===== config.mk =====
export PLATFORM = sky130hd
export DESIGN_NAME = video_source_switch_ctrl
export DESIGN_NICKNAME = d
export VERILOG_FILES = /design/src/rtl/video_source_switch_ctrl.sv
export SDC_FILE = /design/constraint.sdc
export NUM_CORES = 1
export LEC_CHECK = 0
export ABC_CLOCK_PERIOD_IN_PS = 2200
export CORE_ASPECT_RATIO = 2
export CORE_MARGIN = 2
export CORE_UTILIZATION = 40
export CTS_BUF_LIST = sky130_fd_sc_hd__clkbuf_4 sky130_fd_sc_hd__clkbuf_8
export DETAILED_ROUTE_END_ITERATION = 6
export PLACE_DENSITY = 0.83
export SYNTH_ARGS = -nofsm -noshare
export SYNTH_HDL_FRONTEND = slang
export SYNTH_SLANG_ARGS = --single-unit

===== constraint.sdc =====
create_clock -name pixel_clock -period 2.2 [get_ports pixel_clock]
set_input_delay 0.44 -clock pixel_clock [delete_from_list [all_inputs] [get_ports pixel_clock]]
set_output_delay 0.44 -clock pixel_clock [all_outputs]
set_load 0.02 [all_outputs]

===== src/rtl/video_source_switch_ctrl.sv =====
// Frame-safe selector between live ISP video and the test-pattern generator (pixel_clock domain).
// Optional live-loss fallback is compiled in when SRC_LOSS_FALLBACK_EN is defined.
module video_source_switch_ctrl #(
    parameter int DATA_W         = 24,
    parameter bit VSYNC_POL      = 1'b1,
    parameter bit HSYNC_POL      = 1'b1,
    parameter int TPG_RST_CYCLES = 4,
    parameter int LOSS_TIMEOUT   = 8800
) (
    input  logic              pixel_clock,
    input  logic              reset,
    input  logic              sel_req,
    input  logic              live_vsync,
    input  logic              live_hsync,
    input  logic              live_den,
    input  logic              live_line_start,
    input  logic [DATA_W-1:0] live_pixel,
    input  logic              tpg_vsync,
    input  logic              tpg_hsync,
    input  logic              tpg_den,
    input  logic              tpg_line_start,
    input  logic [DATA_W-1:0] tpg_pixel,
    output logic              tpg_reset,
    output logic              out_vsync,
    output logic              out_hsync,
    output logic              out_den,
    output logic              out_line_start,
    output logic [DATA_W-1:0] out_pixel,
    output logic              active_src,
    output logic              switch_busy,
    output logic              live_lost
);
    typedef enum logic [1:0] { ST_RUN, ST_WAIT_EOF, ST_ALIGN } state_t;

    typedef struct packed {
        logic              vsync;
        logic              hsync;
        logic              den;
        logic              line_start;
        logic [DATA_W-1:0] pixel;
    } vid_t;

    localparam int   RC_W  = (TPG_RST_CYCLES < 1) ? 1 : $clog2(TPG_RST_CYCLES + 1);
    localparam vid_t BLANK = '{vsync: ~VSYNC_POL, hsync: ~HSYNC_POL, den: 1'b0,
                               line_start: 1'b0, pixel: '0};

    if (TPG_RST_CYCLES < 1 || LOSS_TIMEOUT < 2) begin : g_bad_param
        $error("video_source_switch_ctrl: TPG_RST_CYCLES must be >=1 and LOSS_TIMEOUT >=2");
    end

    state_t          state_q, state_d;
    logic            target_q, target_d;
    logic            active_q, active_d;
    logic            busy_q, busy_d;
    logic            trst_q, trst_d;
    logic            lost_q, lost_d;
    logic            rst_hold_q;
    logic            go_tpg;
    logic [RC_W-1:0] rcnt_q, rcnt_d;
    vid_t            out_q, out_d, live_v, tpg_v;
    logic            live_vs_q, tpg_vs_q;
    logic            live_edge, tpg_edge, act_edge;

    assign live_v = '{vsync: live_vsync, hsync: live_hsync, den: live_den,
                      line_start: live_line_start, pixel: live_pixel};
    assign tpg_v  = '{vsync: tpg_vsync, hsync: tpg_hsync, den: tpg_den,
                      line_start: tpg_line_start, pixel: tpg_pixel};

    assign live_edge = (live_vsync == VSYNC_POL) && !live_vs_q;
    assign tpg_edge  = (tpg_vsync == VSYNC_POL) && !tpg_vs_q;
    assign act_edge  = active_q ? live_edge : tpg_edge;

`ifdef SRC_LOSS_FALLBACK_EN
    localparam int LC_W = ($clog2(LOSS_TIMEOUT + 1) > 14) ? $clog2(LOSS_TIMEOUT + 1) : 14;

    logic [LC_W-1:0] loss_cnt_q, loss_cnt_d;

    always_comb begin
        loss_cnt_d = loss_cnt_q;
        if (live_line_start) begin
            loss_cnt_d = '0;
        end else if (loss_cnt_q != '1) begin
            loss_cnt_d = loss_cnt_q + 1'b1;
        end
    end

    // Look-ahead flag so the fallback transition lands on the same edge live_lost rises.
    assign lost_d = (loss_cnt_d >= LC_W'(LOSS_TIMEOUT));

    always_ff @(posedge pixel_clock) begin
        if (reset || rst_hold_q) begin
            loss_cnt_q <= '0;
        end else begin
            loss_cnt_q <= loss_cnt_d;
        end
    end
`else
    assign lost_d = 1'b0;
`endif

    // NOTE: every variable gets a default at the top of always_comb so no path can infer a latch.
    always_comb begin
        state_d  = state_q;
        target_d = target_q;
        active_d = active_q;
        rcnt_d   = rcnt_q;
        trst_d   = 1'b0;
        go_tpg   = 1'b0;
        out_d    = active_q ? live_v : tpg_v;

        unique case (state_q)
            ST_RUN: begin
                if (active_q && lost_d) begin
                    go_tpg = 1'b1;
                end else if ((sel_req != active_q) && !(sel_req && lost_d)) begin
                    state_d  = ST_WAIT_EOF;
                    target_d = sel_req;
                end
            end
            ST_WAIT_EOF: begin
                if (active_q && lost_d) begin
                    go_tpg = 1'b1;
                end else if (sel_req == active_q) begin
                    state_d = ST_RUN;
                end else begin
                    target_d = sel_req;
                    if (act_edge) begin
                        if (sel_req) begin
                            state_d = ST_ALIGN;
                            out_d   = BLANK;
                        end else begin
                            go_tpg = 1'b1;
                        end
                    end
                end
            end
            ST_ALIGN: begin
                out_d = BLANK;
                if (!target_q) begin
                    if (rcnt_q == RC_W'(TPG_RST_CYCLES)) begin
                        state_d  = ST_RUN;
                        active_d = 1'b0;
                    end else begin
                        rcnt_d = rcnt_q + 1'b1;
                        trst_d = 1'b1;
                    end
                end else if (!sel_req || lost_d) begin
                    go_tpg = 1'b1;
                end else if (live_edge) begin
                    // The live vsync edge itself is forwarded so the first live frame is whole.
                    state_d  = ST_RUN;
                    active_d = 1'b1;
                    out_d    = live_v;
                end
            end
            default: begin
                go_tpg = 1'b1;
            end
        endcase

        if (go_tpg) begin
            state_d  = ST_ALIGN;
            target_d = 1'b0;
            trst_d   = 1'b1;
            rcnt_d   = RC_W'(1);
            out_d    = BLANK;
        end

        busy_d = (state_d != ST_RUN);
    end

    // NOTE: sequential state uses non-blocking assignments only, so every register samples pre-edge values.
    always_ff @(posedge pixel_clock) begin
        rst_hold_q <= reset;
        live_vs_q  <= (live_vsync == VSYNC_POL);
        tpg_vs_q   <= (tpg_vsync == VSYNC_POL);
        // Reset values are held for one extra cycle after reset drops.
        if (reset || rst_hold_q) begin
            state_q  <= ST_ALIGN;
            target_q <= 1'b0;
            active_q <= 1'b0;
            busy_q   <= 1'b1;
            trst_q   <= 1'b1;
            lost_q   <= 1'b0;
            rcnt_q   <= '0;
            out_q    <= BLANK;
        end else begin
            state_q  <= state_d;
            target_q <= target_d;
            active_q <= active_d;
            busy_q   <= busy_d;
            trst_q   <= trst_d;
            lost_q   <= lost_d;
            rcnt_q   <= rcnt_d;
            out_q    <= out_d;
        end
    end

    assign tpg_reset      = trst_q;
    assign out_vsync      = out_q.vsync;
    assign out_hsync      = out_q.hsync;
    assign out_den        = out_q.den;
    assign out_line_start = out_q.line_start;
    assign out_pixel      = out_q.pixel;
    assign active_src     = active_q;
    assign switch_busy    = busy_q;
    assign live_lost      = lost_q;

endmodule

# After elaboration in Yosys (flattened, before gate mapping)
# Cells that the tools add are included.
# word_totals
ramBits	0
mem_bits_ro	0
output_inout_bits	32
elab_cells	82
mem_count	0
input_bits	59
register_bits	40
latchBits	0
# classes
n_div	0
n_bitwise	2
order_cmp	0
n_eq_ne	11
n_mul	0
addsub	1
n_reduce_logical	15
muxes	38
shift	0
# op_table
operator	count
two-way mux 28 bit	7
case mux 28 bit (2 select lines)	1
two-way mux 1 bit	18
two-way mux 2 bit	9
AND reduction 3 bit	3
!= test 2 bit (second input constant)	4
nonzero test 2 bit	4
case mux 2 bit (3 select lines)	1
!= test 2 x 1 -> 1 bit (second input constant)	2
AND reduction 4 bit	1
adder 3 x 1 -> 3 bit (second input constant)	1
== test 3 bit (second input constant)	1
case mux 1 bit (3 select lines)	1
== test 2 x 1 -> 1 bit (second input constant)	1
== test 2 bit (second input constant)	1
logical AND 1 bit	2
logical NOT 1 bit	2
logical NOT 2 bit	1
inverter 1 bit	2
case mux 1 bit (2 select lines)	1
OR reduction 2 bit	1
== test 1 bit	1
logical OR 1 bit	1
!= test 1 bit	1

# Longest topological paths before layout
# Gate-level depths: netlist (run 1).
# depth
depth_word	8
ltp_mapped	8
mapped_depth_nobuf	6

# Least setup slack after synthesis (run 1)
# Ideal clock, no wire load.
# synth_timing
path_kind	flip-flop to flip-flop
from	register state_q[0]
to	register rcnt_q[1]
setup_time_ns	0.070
required_time_ns	2.130
period_less_slack_ns	1.581
path_stages_with_launch	8
path_slack_ns	0.619
arrival_time_ns	1.511
path_buffers	1
path_cell_list	dfxtp_1 -> inv_1 -> ha_1 -> nor2b_1 -> a221oi_2 -> nand2_1 -> buf_2 -> a21oi_1
# synth_via
elab_chain_len	3
word_cells_on_any_way	6
cone_classes	eq/ne: 2; mux: 1; reduce/logical: 3
# synth_rtl
item	line	text
start, declared	51	state_t state_q, state_d;
start signal, assigned	188	state_q <= state_d;
== test 2 bit, or another cell as far along	111	unique case (state_q)
case mux 1 bit (3 select lines)	111	
OR reduction 2 bit (no line)	--	
end signal, assigned	194	rcnt_q <= rcnt_d;
end, declared	59	logic [RC_W-1:0] rcnt_q, rcnt_d;
# Several ways; a longest one is shown, not always the timed one.
# A chain may end at the register's enable or synchronous reset.

# Worst setup path after layout (run 1)
# layout_timing
from	input sel_req
to	register out_q (netlist bit out_pixel[17])
# layout_via
elab_chain_len	5
word_cells_on_any_way	13
cone_classes	eq/ne: 1; mux: 11; reduce/logical: 1
# layout_rtl
item	line	text
start, declared	12	input logic sel_req,
two-way mux 1 bit	128, 147	
two-way mux 1 bit	127	if (act_edge) begin
two-way mux 1 bit	123	end else if (sel_req == active_q) begin
case mux 1 bit (3 select lines)	111	
OR reduction 2 bit (no line)	--	
end signal, assigned	195	out_q <= out_d;
end, declared	60	vid_t out_q, out_d, live_v, tpg_v;
# Several ways; a longest one is shown, not always the timed one.

==> qor.json, run 1 <==
{
  "layout": {
    "ff_latch_area_um2": 801,
    "multiInputGateArea_um2": 734,
    "finish.cell_count_without_fillers": 311,
    "num-nets-final": 323,
    "layout-drive-gt1-share_pct": 6.95,
    "insertedDiodeCount": 0,
    "syn_to_final_growth_pct": 64.1,
    "fillCellCount": 364,
    "fin_util_pct": 67.0,
    "post-route-cell-area_um2": 2710
  },
  "clocking": {
    "cts.root.buffer_cell": "clkbuf_8",
    "worst_setup_hold_path_clk_slew_ns": 0.08,
    "htreeDepth": 2,
    "clockBufferDepth": 2,
    "cts_resized": 0,
    "cts_inserted_buffers": 5,
    "post_cts.repair.setup_buffers": 0,
    "worstSkewPairLatency_ns": 0.28,
    "cts_sinks": 40,
    "cts_hold_buffers": 0,
    "cts_tree": "done"
  },
  "sta": {
    "rsz0062_at_grt": "no",
    "finalCritPeriodShare_pct": 87.6,
    "setup_violations": 0,
    "worst_hold_slack_ns": 0.507,
    "fmaxAchievable_mhz": 519,
    "postLayoutSetupSlackWorst_ns": 0.273,
    "hold_viol_final": 0,
    "period_needed_ns": 1.93,
    "fin_skew_ns": 0.00704,
    "maxSlewViolCount": 0,
    "fin_tns_setup_ns": 0
  },
  "logic_synthesis": {
    "synth_cell_type_count": 33,
    "main_combinational_cell_family_by_area_after_synthesis": "compound AO/OA/AOI/OAI gates",
    "synthTopCellsByArea": "dfxtp_1 (48%), a32oi_1 (15%), nor2_1 (7.0%)",
    "synth_largest_type_area_fraction_pct": 48.5,
    "synth.top_cells.by_count": "dfxtp_1 (40), nor2_1 (31), a32oi_1 (28)",
    "synth_edf_count": 0,
    "synth_compound_area_share_pct": 23.0,
    "synth.mux.area_fraction_pct": 0,
    "syn_avg_cell_area_um2": 9.77,
    "yosys_register_bits": 40,
    "post_synth_fa_ha_maj_area_fraction_pct": 4.55,
    "syn_area_um2": 1650,
    "yosys.area_share.xor_xnor_pct": 1.59,
    "synthesis.instances": 169,
    "yosys.cell_count.top_type": "dfxtp_1",
    "ys_warn_count": 0,
    "synth_top_area_cell": "dfxtp_1",
    "synth_sequential_area_ratio_pct": 48.5,
    "ys_async_sr_fraction_pct": 0,
    "yosys_most_used_dff": "dfxtp_1",
    "synth_fp_nets": 234,
    "simple_gate_share_of_the_synthesized_area_pct": 15.1
  },
  "place": {
    "gpl.final_weighted_congestion": 0.872,
    "dp_hpwl_um": 3770,
    "postPlaceCellArea_um2": 2580,
    "pre_cts_slack_ns": 0.00956,
    "numPlacedInstances": 303,
    "portBuffers": 89
  },
  "critical_path": {
    "r2r_start": "state_q[0]",
    "end_kind": "flip-flop",
    "r2r_slack_ns": 0.37,
    "critPathLaunch": "sel_req",
    "criticalPathCategory": "input pin to flip-flop",
    "timing.critical_path.to": "out_pixel[17]",
    "crit_fanout": 21,
    "reg2regPathDepth": 7,
    "setup.worst_path.start_class": "input pin",
    "critical_path.reg2reg.endpoint": "rcnt_q[1]",
    "crit_required_ns": 2.37,
    "critical_path_arrival_ns": 2.09
  },
  "floorplan": {
    "die_h_um": 94.9,
    "area_of_the_placeable_core_um2": 4050,
    "ios": 91,
    "floorplan.rows": 33,
    "die_area_um2": 4690,
    "die_width_um": 49.4,
    "initial_core_util_pct": 40.8
  },
  "detailed_routing": {
    "detailroute.via_count": 1609,
    "route.final.wire_length_um": 4880,
    "post_drt_wl_per_cell_um": 15.7,
    "avgViaCountPerCell": 5.17,
    "drt-initial-drc-count": 22,
    "drc": 0,
    "route.antenna.remaining_nets": 0,
    "detailedRoute.firstPassIterationCount": 6
  },
  "run_status": {
    "run_status": "finished clean"
  },
  "power_and_ir_drop": {
    "internal_power_mw": 1.23,
    "power_leakage_nw": 0.989,
    "total_switching_power_mw": 0.293,
    "power_per_cell_area_nw_per_um2": 563,
    "power.total_mw": 1.53,
    "power.share.clock_pct": 42.6,
    "sw_frac_of_total_pct": 19.2,
    "irDropWorstVdd_mv": 0.502,
    "seq_power_share_pct": 47.9,
    "combPwrFrac_pct": 9.5
  },
  "job": {
    "max_cap_viol_count": 0
  },
  "global_routing": {
    "grt_remaining_overflow": 0,
    "grt_first_pass_wirelength_um": 7770,
    "maximum_number_of_pins_on_one_net_before_global_route_repair": 32,
    "groute.usage.overall_pct": 21.7,
    "grt_pass1_vias": 1661,
    "antenna_violations_before_repair": 0
  },
  "hold_path": {
    "timing.hold.worst.class": "flip-flop to flip-flop"
  }
}
power groups by stage:
| stage | combinational [mW] | clock, mW | sequential [mW] |
|---|---|---|---|
| after floorplan | 0.0313 | 0 | 0.748 |
| after global placement | 0.142 | 0 | 0.748 |
| after detailed placement | 0.145 | 0 | 0.748 |
| after CTS | 0.145 | 0.663 | 0.731 |
| after global routing | 0.155 | 0.696 | 0.732 |
| final | 0.144 | 0.650 | 0.731 |
placed cells by master (no fill, tap or decap), types with 2 or more instances in the layout:
master	count
xor2_1	2
o21ai_0	4
clkdlybuf4s50_1	89
clkbuf_8	7
a221oi_1	2
buf_4	4
or2_2	2
ha_1	6
nand2_1	7
nor2b_1	4
a32oi_1	28
dfxtp_1	40
a21oi_1	4
buf_12	2
inv_1	6
nor2_1	31
nand3_1	2
nand2b_1	3
routing by layer:
metal | part of all wire [%] | up-vias | routed length (um) | global-route usage (%)
met5 | 0 | - | 0 | 0
met4 | 3.5 | 0 | 169 | 13.0
met3 | 4.8 | 12 | 233 | 4.11
met2 | 59 | 63 | 2860 | 43.0
met1 | 33 | 741 | 1610 | 19.4
li1 | - | 793 | - | -
sequential cells by signal (all words and copies together) (netlist names):
register / flops
active_src: 1
live_vs_q: 1
out_den: 1
out_hsync: 1
out_line_start: 1
out_pixel: 24
out_vsync: 1
rcnt_q: 3
rst_hold_q: 1
state_q: 2
switch_busy: 1
target_q: 1
tpg_reset: 1
tpg_vs_q: 1
worst min-delay path by stage:
stage                          from  slack, ns  cells after the start         end
after floorplan           rcnt_q[1]       0.45                      2   rcnt_q[1]
after global placement    rcnt_q[1]       0.47                      2   rcnt_q[1]
after detailed placement  rcnt_q[1]       0.47                      2   rcnt_q[1]
after CTS                 rcnt_q[2]       0.50                      1  active_src
after global routing      rcnt_q[2]       0.54                      1  active_src
final                     rcnt_q[2]       0.51                      1  active_src
area by class of cell:
cell class | instances | share of cell area [%]
repair buffers | 95 | 35.5
well taps | 52 | 2.40
flip-flops and latches | 40 | 29.5
multi-input cells | 110 | 27.1
inverters | 6 | 0.831
clock inverters | 1 | 1.11
clock buffers | 7 | 3.55
critical path: stages:
cell and delay, ns:
clkdlybuf4s50_1 0.56, and4b_1 0.29, a32o_1 0.27, buf_4 0.21, a32oi_1 0.24, nor2_1 0.07
cells by family after synthesis:
kind of cell | count (synthesis)
AND/OR/NAND/NOR | 54
AO/OA/AOI/OAI | 46
flip-flops | 40
buffers and inverters | 19
adder cells (fa/ha/maj) | 6
XOR/XNOR | 3
other | 1
Power figures use the tool's default switching activity.
==> inputs of run 2 (changes only) <==
==> constraint.sdc (replaced) <==
create_clock -name pixel_clock -period 2.2 [get_ports pixel_clock]
set_input_delay 0.33 -clock pixel_clock [delete_from_list [all_inputs] [get_ports pixel_clock]]
set_output_delay 0.33 -clock pixel_clock [all_outputs]
set_load 0.02 [all_outputs]
==> run 2 against run 1 <==
Effect of this change: flip-flop and latch count is the same; routed wire length about the same; global-route usage down 0.37 points; combinational power barely moved; final cell count unchanged; count of clock-buffer cells in the layout down 1; clock skew down 0.0028 ns; critical path type is now flip-flop to output port.
==> qor.json, run 2 (same netlist as run 1, synthesis figures left out) <==
{
  "critical_path": {
    "criticalPathCategory": "flip-flop to output port",
    "critPathLaunch": "active_src",
    "reg2regPathDepth": {"value": 7, "change": "unchanged"},
    "critical_path_arrival": {"value": 1.47, "unit": "ns", "change": "-0.62 ns"},
    "end_kind": "output port",
    "crit_path_top_delay_cell": "clkdlybuf4s50_1",
    "critical_path.top_delay_family": "buffers and inverters",
    "critical_path.n_buffers_inverters": {"value": 1, "change": "-1"},
    "slowest_delay": {"value": 0.67, "unit": "ns", "change": "+0.11 ns"},
    "timing.critical_path.depth": {"value": 1, "change": "-5"},
    "crit_required": {"value": 1.87, "unit": "ns", "change": "-0.50 ns"},
    "crit_fanout": {"value": 8, "change": "-62%"},
    "crit_path_cell_trace": "clkdlybuf4s50_1",
    "r2r_start": "state_q[0]",
    "setup.worst_path.start_class": "flip-flop"
  },
  "layout": {
    "num-nets-final": {"value": 323, "change": "unchanged"},
    "max_ffs_per_register": {"value": 24, "change": "unchanged"},
    "fillCellCount": {"value": 349, "change": "-4.1%"},
    "mostFrequentLayoutCell": "clkdlybuf4s50_1",
    "insertedDiodeCount": {"value": 0, "change": "unchanged"},
    "layout-drive-gt1-share": {"value": 6.95, "unit": "%", "change": "unchanged"},
    "layout.cells.most_common_list": "clkdlybuf4s50_1 (89), dfxtp_1 (40), nor2_1 (31), a32oi_1 (28), nand2_1 (7)",
    "syn_to_final_growth_pct": 63.2
  },
  "floorplan": {
    "die_h": {"value": 94.9, "unit": "um", "change": "unchanged"},
    "die_width": {"value": 49.4, "unit": "um", "change": "unchanged"},
    "ios": {"value": 91, "change": "unchanged"},
    "floorplan.rows": {"value": 33, "change": "unchanged"},
    "die_area": {"value": 4690, "unit": "um2", "change": "unchanged"},
    "initial_core_util": {"value": 40.8, "unit": "%", "change": "unchanged"},
    "area_of_the_placeable_core": {"value": 4050, "unit": "um2", "change": "unchanged"}
  },
  "sta": {
    "fmaxAchievable": {"value": 554, "unit": "MHz", "change": "+6.8%"},
    "fin_skew": {"value": 0.00421, "unit": "ns", "change": "-0.00283 ns"},
    "rsz0062_at_grt": "no",
    "maxSlewViolCount": {"value": 0, "change": "unchanged"},
    "hold_viol_final": {"value": 0, "change": "unchanged"},
    "period_needed": {"value": 1.80, "unit": "ns", "change": "-0.123 ns"},
    "finalCritPeriodShare": {"value": 82.0, "unit": "%", "change": "-5.6 points"},
    "setup_violations": {"value": 0, "change": "unchanged"},
    "fin_tns_setup": {"value": 0, "unit": "ns", "change": "unchanged"}
  },
  "power_and_ir_drop": {
    "power_leakage": {"value": 0.980, "unit": "nW", "change": "-0.95%"},
    "irDropWorstVdd": {"value": 0.350, "unit": "mV", "change": "-30%"},
    "power_per_cell_area": {"value": 547, "unit": "nW/um2", "change": "-2.8%"},
    "power.total": {"value": 1.47, "unit": "mW", "change": "-3.3%"}
  },
  "clocking": {
    "htreeDepth": {"value": 2, "change": "unchanged"},
    "cts_inserted_buffers": {"value": 5, "change": "unchanged"},
    "clockBufferDepth": {"value": 2, "change": "unchanged"},
    "worst_setup_hold_path_clk_slew": {"value": 0.07, "unit": "ns", "change": "about the same"},
    "worstSkewPairLatency": {"value": 0.29, "unit": "ns", "change": "about the same"},
    "cts_sinks": {"value": 40, "change": "unchanged"},
    "cts_hold_buffers": {"value": 0, "change": "unchanged"},
    "cts_resized": {"value": 0, "change": "unchanged"},
    "post_cts.repair.setup_buffers": {"value": 0, "change": "unchanged"},
    "cts_tree": "done",
    "cts.root.buffer_cell": "clkbuf_8"
  },
  "detailed_routing": {
    "detailedRoute.firstPassIterationCount": {"value": 4, "change": "-2"},
    "drc": {"value": 0, "change": "unchanged"},
    "avgViaCountPerCell": {"value": 5.33, "change": "+3.0%"},
    "detailroute.via_count": {"value": 1657, "change": "+3.0%"},
    "route.antenna.remaining_nets": {"value": 0, "change": "unchanged"},
    "drt-initial-drc-count": {"value": 20, "change": "-9.1%"},
    "post_drt_wl_per_cell": {"value": 15.7, "unit": "um", "change": "about the same"},
    "route.final.wire_length": {"value": 4880, "unit": "um", "change": "about the same"}
  },
  "hold_path": {
    "timing.hold.worst.start": "rcnt_q[1]",
    "number_of_cells_on_the_worst_hold_path": {"value": 2, "change": "+1"},
    "timing.hold.worst.class": "flip-flop to flip-flop"
  },
  "place": {
    "gpl.final_weighted_congestion": {"value": 0.871, "change": "-0.21%"},
    "dp_hpwl": {"value": 3750, "unit": "um", "change": "-0.55%"},
    "portBuffers": {"value": 89, "change": "unchanged"}
  },
  "job": {
    "max_cap_viol_count": {"value": 0, "change": "unchanged"}
  },
  "global_routing": {
    "antenna_violations_before_repair": {"value": 0, "change": "unchanged"},
    "maximum_number_of_pins_on_one_net_before_global_route_repair": {"value": 32, "change": "unchanged"},
    "grt_pass1_vias": {"value": 1729, "change": "+4.1%"},
    "grt_first_pass_wirelength": {"value": 7530, "unit": "um", "change": "-3.1%"},
    "groute.usage.overall": {"value": 21.3, "unit": "%", "change": "-0.37 points"},
    "grt_remaining_overflow": {"value": 0, "change": "unchanged"}
  },
  "run_status": {
    "run_status": "finished clean"
  }
}
[run 2: cell count changes in the layout (fill, tap and decap cells not counted)]
cell / previous run / this run
clkinv_2: 0 / 1
clkbuf_8: 7 / 5
clkbuf_4: 0 / 1
[run 2: worst reg2reg max path: cells and delay by family, from the launching register on]
family / cells / cell delay (ns)
compound gates: 2 / 0.47
fa+ha+maj: 1 / 0.27
buf+inv: 2 / 0.32
flops: 1 / 0.40
simple gates: 2 / 0.26
[run 2: layout make-up]
| class | instances | area (um2) | share of cell area [%] |
|---|---|---|---|
| Sequential cell | 40 | 801 | 29.7 |
| Clock buffer | 6 | 76.3 | 2.83 |
| Inverter | 6 | 22.5 | 0.836 |
| Tap cell | 52 | 65.1 | 2.41 |
| Timing Repair Buffer | 95 | 961 | 35.7 |
| Multi-Input combinational cell | 110 | 734 | 27.3 |
| Clock inverter | 2 | 35.0 | 1.30 |
[run 2: power breakdown]
group,switching (mW),internal [mW]
Combinational,0.0400,0.102
Sequential,0.00243,0.728
Clock,0.253,0.349
[run 2: per-layer routing]
metal	share of wire [%]	GRT usage (%)
met1	33	18.7
met4	5.3	14.1
met2	57	41.6
met3	4.7	4.75
met5	0	0
[run 2: worst paths after layout]
kind | to | slack, ns
worst max-delay path | active_src | 0.40
worst min-delay path | rcnt_q[1] | 0.49
worst max register to register | target_q | 0.40
worst min register to register | rcnt_q[1] | 0.49
[run 2: through the flow]
step                      cell area (um2)  hold slack (ns)  utilization, %  setup slack [ns]  instances
after CTS                            2700            0.489            66.6             0.389        311
after floorplan                      1650            0.358               -             0.619        169
after detailed placement             2580            0.470            63.9             0.112        303
final                                2700            0.487            66.6             0.395        311
after global routing                 2700            0.516            66.6             0.271        311
after global placement               2580            0.465            63.9             0.173        303
